### config.mk
export PLATFORM = sky130hd
export DESIGN_NAME = imem_loader_flat
export DESIGN_NICKNAME = d
export VERILOG_FILES = /design/src/rtl/imem_loader_if.sv /design/src/rtl/imem_loader.sv /design/src/flat_wrapper.sv
export SDC_FILE = /design/constraint.sdc
export NUM_CORES = 1
export LEC_CHECK = 0
export CAP_MARGIN = 15
export CORE_ASPECT_RATIO = 2
export CORE_MARGIN = 2
export CORE_UTILIZATION = 49
export CTS_CLUSTER_SIZE = 25
export DETAILED_ROUTE_END_ITERATION = 8
export GPL_ROUTABILITY_DRIVEN = 1
export PLACE_DENSITY = 0.78
export SKIP_CTS_REPAIR_TIMING = 1
export SYNTH_ARGS = -nofsm -noshare
export SYNTH_HDL_FRONTEND = slang
export SYNTH_SLANG_ARGS = --single-unit
### constraint.sdc
create_clock -name clk -period 2.7 [get_ports clk]
set_clock_uncertainty 0.2 [all_clocks]
set_input_delay 0.54 -clock clk [delete_from_list [all_inputs] [get_ports clk]]
set_output_delay 0.54 -clock clk [all_outputs]
set_load 0.02 [all_outputs]
### src/rtl/imem_loader_if.sv
// Byte stream in / instruction memory write out.
// slave: loader side; master: byte source / memory side.
interface imem_loader_if #(
  parameter int ADDR_W = 10,
  parameter int DATA_W = 18
);
  logic              in_valid;
  logic [7:0]        in_data;
  logic              in_ready;
  logic              imem_we;
  logic [ADDR_W-1:0] imem_addr;
  logic [DATA_W-1:0] imem_wdata;

  modport master (
    output in_valid, in_data,
    input  in_ready, imem_we, imem_addr, imem_wdata
  );

  modport slave (
    input  in_valid, in_data,
    output in_ready, imem_we, imem_addr, imem_wdata
  );
endinterface

### src/rtl/imem_loader.sv
// Loads 18-bit words from a byte stream into instruction memory.
// Ports: clk, reset, start, bus (stream + imem write), status outputs.
module imem_loader #(
  parameter int ADDR_W    = 10,
  parameter int DATA_W    = 18,
  parameter int BASE_ADDR = 0
) (
  input  logic            clk,
  input  logic            reset,
  input  logic            start,
  imem_loader_if.slave    bus,
  output logic            cpu_hold,
  output logic            busy,
  output logic            done,
  output logic            error,
  output logic [ADDR_W:0] words_written
);
  typedef enum logic [3:0] {
    IDLE, LEN_HI, LEN_LO, B0, B1, B2,
    WRITE, CKSUM, DONE, ERROR
  } state_t;

  state_t            state;
  state_t            nxt;
  logic [7:0]        len_hi;
  logic [7:0]        acc;
  logic [10:0]       len;
  logic [10:0]       len_new;
  logic              len_bad;
  logic [ADDR_W:0]   ww_inc;
  logic [ADDR_W-1:0] addr;
  logic [DATA_W-1:0] word;
  logic              take;

  assign take    = bus.in_valid && bus.in_ready;
  assign len_new = {len_hi[2:0], bus.in_data};
  assign len_bad = (len_hi[7:3] != 5'd0) ||
                   (len_new == 11'd0) ||
                   (len_new > 11'd1024);
  assign ww_inc  = words_written + 1'b1;

  assign bus.imem_addr  = addr;
  assign bus.imem_wdata = word;

  always_comb begin
    nxt = state;
    unique case (state)
      IDLE, ERROR: if (start) nxt = LEN_HI;
      LEN_HI:      if (take) nxt = LEN_LO;
      LEN_LO:      if (take) nxt = len_bad ? ERROR : B0;
      B0:          if (take) nxt = B1;
      B1:          if (take) nxt = B2;
      B2:          if (take) nxt = WRITE;
      WRITE:       nxt = (ww_inc < len) ? B0 : CKSUM;
      CKSUM:
        if (take)
          nxt = (bus.in_data == acc) ? DONE : ERROR;
      DONE:        nxt = IDLE;
      default:     nxt = IDLE;
    endcase
  end

  // Outputs are registered copies of the next-state decode.
  always_ff @(posedge clk or posedge reset) begin
    if (reset) begin
      state         <= IDLE;
      bus.in_ready  <= 1'b0;
      bus.imem_we   <= 1'b0;
      busy          <= 1'b0;
      done          <= 1'b0;
      error         <= 1'b0;
      cpu_hold      <= 1'b0;
      words_written <= '0;
      len_hi        <= '0;
      len           <= '0;
      acc           <= '0;
      addr          <= '0;
      word          <= '0;
    end else begin
      state        <= nxt;
      bus.in_ready <= nxt inside {LEN_HI, LEN_LO,
                                  B0, B1, B2, CKSUM};
      bus.imem_we  <= (nxt == WRITE);
      busy         <= !(nxt inside {IDLE, ERROR});
      done         <= (nxt == DONE);
      error        <= (nxt == ERROR);

      if ((state inside {IDLE, ERROR}) && start) begin
        cpu_hold      <= 1'b1;
        words_written <= '0;
        acc           <= '0;
        addr          <= ADDR_W'(BASE_ADDR);
      end

      // Checksum covers everything before the CKSUM byte.
      if (take && state != CKSUM)
        acc <= acc ^ bus.in_data;

      if (take) begin
        unique case (state)
          LEN_HI:  len_hi       <= bus.in_data;
          LEN_LO:  len          <= len_new;
          B0:      word[17:16]  <= bus.in_data[1:0];
          B1:      word[15:8]   <= bus.in_data;
          B2:      word[7:0]    <= bus.in_data;
          default: ;
        endcase
      end

      if (state == WRITE) begin
        words_written <= ww_inc;
        addr          <= addr + 1'b1;
      end

      if (nxt == DONE)
        cpu_hold <= 1'b0;
    end
  end
endmodule

### src/flat_wrapper.sv
// flat-port wrapper written by rule: the top's interface ports become plain ports
module imem_loader_flat 
#(
  parameter int ADDR_W    = 10,
  parameter int DATA_W    = 18,
  parameter int BASE_ADDR = 0
)
  (clk, reset, start, cpu_hold, busy, done, error, words_written, bus_in_valid, bus_in_data, bus_in_ready, bus_imem_we, bus_imem_addr, bus_imem_wdata);
  imem_loader_if #(.ADDR_W(ADDR_W), .DATA_W(DATA_W)) bus_i ();
  input  logic clk;
  input  logic reset;
  input  logic start;
  output logic cpu_hold;
  output logic busy;
  output logic done;
  output logic error;
  output logic [ADDR_W:0] words_written;
  input wire logic [$bits(bus_i.in_valid)-1:0] bus_in_valid;
  input wire logic [$bits(bus_i.in_data)-1:0] bus_in_data;
  output wire logic [$bits(bus_i.in_ready)-1:0] bus_in_ready;
  output wire logic [$bits(bus_i.imem_we)-1:0] bus_imem_we;
  output wire logic [$bits(bus_i.imem_addr)-1:0] bus_imem_addr;
  output wire logic [$bits(bus_i.imem_wdata)-1:0] bus_imem_wdata;
  assign bus_i.in_valid = bus_in_valid;
  assign bus_i.in_data = bus_in_data;
  assign bus_in_ready = bus_i.in_ready;
  assign bus_imem_we = bus_i.imem_we;
  assign bus_imem_addr = bus_i.imem_addr;
  assign bus_imem_wdata = bus_i.imem_wdata;
  imem_loader #(.ADDR_W(ADDR_W), .DATA_W(DATA_W), .BASE_ADDR(BASE_ADDR)) u_core (.clk(clk), .reset(reset), .start(start), .bus(bus_i), .cpu_hold(cpu_hold), .busy(busy), .done(done), .error(error), .words_written(words_written));
endmodule
==> results.sh <==
export IMPL_synth_compound_area_share_pct=10.9
export IMPL_die_area_um2=8530
export IMPL_route_vias_total=3045
export IMPL_synth_top_area_share_pct=50.0
export IMPL_violations="setup timing"
export IMPL_fin_crit_sh_pct=104
export IMPL_vias_per_cell=5.51
export IMPL_synth_top_area_cell="dfrtp_1"
export IMPL_relSlewSlack_pct=72.3
export IMPL_grt_pass1_wl_um=15300
export IMPL_wl_per_cell_um=16.6
export IMPL_numCtsBuffers=9
export IMPL_grt_max_degree=47
export IMPL_rsz0062_at_grt="yes"
export IMPL_final_min_clock_period_ps=2810
export IMPL_synth_ff_type="dfrtp_1"
export IMPL_syn_area_um2=3800
export IMPL_yosys_mux_area_fraction_pct=10.7
export IMPL_synthTopCellsByCount="76 x dfrtp_1, 43 x o21ai_0, 42 x nand2_1"
export IMPL_io_pins=57
export IMPL_required_ps=2720
export IMPL_antenna_found_initial=0
export IMPL_synth_edf_count=0
export IMPL_cp_arrival_ps=2830
export IMPL_cts_buffer_depth=2
export IMPL_power_uw=5400
export IMPL_finalWirelength_um=9200
export IMPL_globalRoute_totalOverflow=0
export IMPL_die_y_um=129
export IMPL_final_layout_size_suffix_gt1_share_pct=24.2
export IMPL_maxSlewViolCount=0
export IMPL_cts_tree="done"
export IMPL_num_fill_cells=596
export IMPL_gp_congestion=0.892
export IMPL_start_util_pct=50.4
export IMPL_chipWidth_um=66.3
export IMPL_dp_hpwl_um=6750
export IMPL_min_path_type="flop to flop"
export IMPL_placed_area_um2=4730
export IMPL_grt_pass1_vias=3178
export IMPL_max_freq_mhz=356
export IMPL_holdWs_ps=297
export IMPL_yosysWarnings=0
export IMPL_synth_most_common_cell="dfrtp_1"
export IMPL_dr_pass1_iters=5
export IMPL_synth_fa_ha_area_share_pct=3.95
export IMPL_fin_nets=479
export IMPL_coreArea_um2=7540
export IMPL_grt_total_usage_pct=23.7
export IMPL_clkTransAtPathRegs_ps=60
export IMPL_ant_nets=0
export IMPL_worstSetupPathType="flop to flop"
export IMPL_setup_ws_ps=-108
export IMPL_worst_path_max_fanout=6
export IMPL_final_setup_viol_count=2
export IMPL_htree_levels=3
export IMPL_drc=0
export IMPL_cp_end_kind="flop"
export IMPL_placementRows=45
export IMPL_post_route_cell_area_um2=5120
export IMPL_portBuffers=56
export IMPL_synth_fp_nets=390
export IMPL_syn_mean_instance_area_um2=10.4
export IMPL_antenna_cells=0
export IMPL_start_kind="flop"
export IMPL_ys_ff_latch=76
export IMPL_maxCapViolCount=0
export IMPL_rrSetupSlack_ps=-110
export IMPL_synthCells=366
export IMPL_synth_simple_area_share_pct=17.0
export IMPL_fin_util_pct=67.8
export IMPL_area_growth_pct=34.5
export IMPL_status="finished, violations left"
export IMPL_root_buffer="clkbuf_16"
export IMPL_p_per_area_nw_per_um2=1050
export IMPL_p_leak_uw=0.00230
export IMPL_synth_top_family_by_area="simple AND/OR/NAND/NOR gates"
export IMPL_vdd_drop_max_mv=0.717
export IMPL_hold_violations=0
export IMPL_synth_distinct_cells=45
export IMPL_drt_iter0_drc=213
export IMPL_worst_pin_slew_ps=416
export IMPL_dp_slack_ps=-37.4
export IMPL_yosysSeqAreaShare_pct=50.0
export IMPL_synthXorXnorAreaFrac_pct=4.14
export IMPL_ys_top_cells_by_area="dfrtp_1 50%, mux2_2 10%, o21ai_0 5.7%, nand2_1 4.1%, ha_1 3.9%"
export IMPL_async_flop_share_pct=100
export IMPL_clock_sinks=76
export IMPL_clkLatencyLatePin_ps=330
path summary, 6_finish.rpt:
kind / startpoint / end / cells past startpoint
max: u_core.words_written[0] / u_core.busy / 12
min: u_core.cpu_hold / u_core.cpu_hold / 2
min reg2reg: u_core.cpu_hold / u_core.cpu_hold / 2
max reg2reg: u_core.words_written[0] / u_core.busy / 12
min in group asynchronous: reset / u_core.words_written[0] / 2
max in group asynchronous: reset / u_core.bus.imem_addr[9] / 3
per-layer routing:
layer  up-vias  share of wire, %  GRT usage, %
li1       1458                 -             -
met1      1496                36          24.9
met2        73                58          43.9
met3        18               2.9          4.20
met4         0               2.8          11.3
met5         -                 0             0
final cells by class:
type / instances / area, um^2 / area share, %
Clock buffer: 11 / 253 / 4.94
Clock inverter: 4 / 72.6 / 1.42
Inverter: 15 / 60.1 / 1.17
Multi-Input combinational cell: 260 / 1860 / 36.3
Sequential cell: 76 / 1900 / 37.2
Tap cell: 94 / 118 / 2.30
Timing Repair Buffer: 93 / 855 / 16.7
critical path, cell delays in order, from the launching register on:
cell,delay [ps]
dfrtp_2,400
buf_4,150
nand3_1,90
nor2_1,160
and3_1,200
nand3_1,150
xnor2_2,190
ha_1,280
nand2_1,100
o21ai_1,80
a221o_1,420
nor3_2,210
o21ai_2,60
placed cells by master, fill, tap and decap left out, types with 3 or more instances in the layout:
| cell type | Yosys | layout |
|---|---|---|
| a21oi_1 | 7 | 6 |
| clkbuf_16 | 0 | 9 |
| dfrtp_1 | 76 | 74 |
| inv_1 | 15 | 14 |
| nand2_1 | 42 | 42 |
| nand4_1 | 6 | 6 |
| nor2_1 | 20 | 19 |
| a31oi_1 | 5 | 5 |
| xor2_1 | 13 | 12 |
| or3_1 | 3 | 3 |
| nand3_1 | 17 | 15 |
| buf_4 | 2 | 35 |
| nand2b_1 | 12 | 12 |
| nor2b_1 | 3 | 3 |
| ha_1 | 12 | 11 |
| and3_1 | 5 | 4 |
| clkdlybuf4s50_1 | 0 | 56 |
| xnor2_1 | 5 | 3 |
| nor4_1 | 3 | 3 |
| o21ai_0 | 43 | 42 |
| mux2_2 | 34 | 34 |
where the power goes:
part           switching, uW  total, uW  internal (uW)  leakage, uW
registers                363       1930           1560     0.000964
clock network            443       1290            852     0.000158
logic                   1100       2170           1080      0.00117
total                   1900       5400           3490      0.00230
kinds of logic (layout without fill, tap and decap cells):
| logic type | Yosys count | in the layout |
|---|---|---|
| adder cells (fa/ha/maj) | 12 | 12 |
| XOR/XNOR | 18 | 18 |
| multiplexers | 36 | 36 |
| flip-flops | 76 | 76 |
| AND/OR/NAND/NOR | 125 | 125 |
| buffers and inverters | 30 | 123 |
| AO/OA/AOI/OAI | 69 | 69 |
registers in the layout, summed over array words and instances (netlist names):
name and cells:
u_core.acc 8, u_core.bus.imem_addr 10, u_core.bus.imem_wdata 18, u_core.bus.imem_we 1, u_core.bus.in_ready 1, u_core.busy 1, u_core.cpu_hold 1, u_core.done 1
u_core.error 1, u_core.len 11, u_core.len_hi 8, u_core.state 4, u_core.words_written 11
stage by stage:
stage	cells	setup TNS, ps
after detailed placement	536	-37.4
after global routing	553	-745
after CTS	551	-53.0
after floorplan	366	-48.9
final	553	-150
after global placement	536	-8.09
Power figures use the tool's default switching activity.
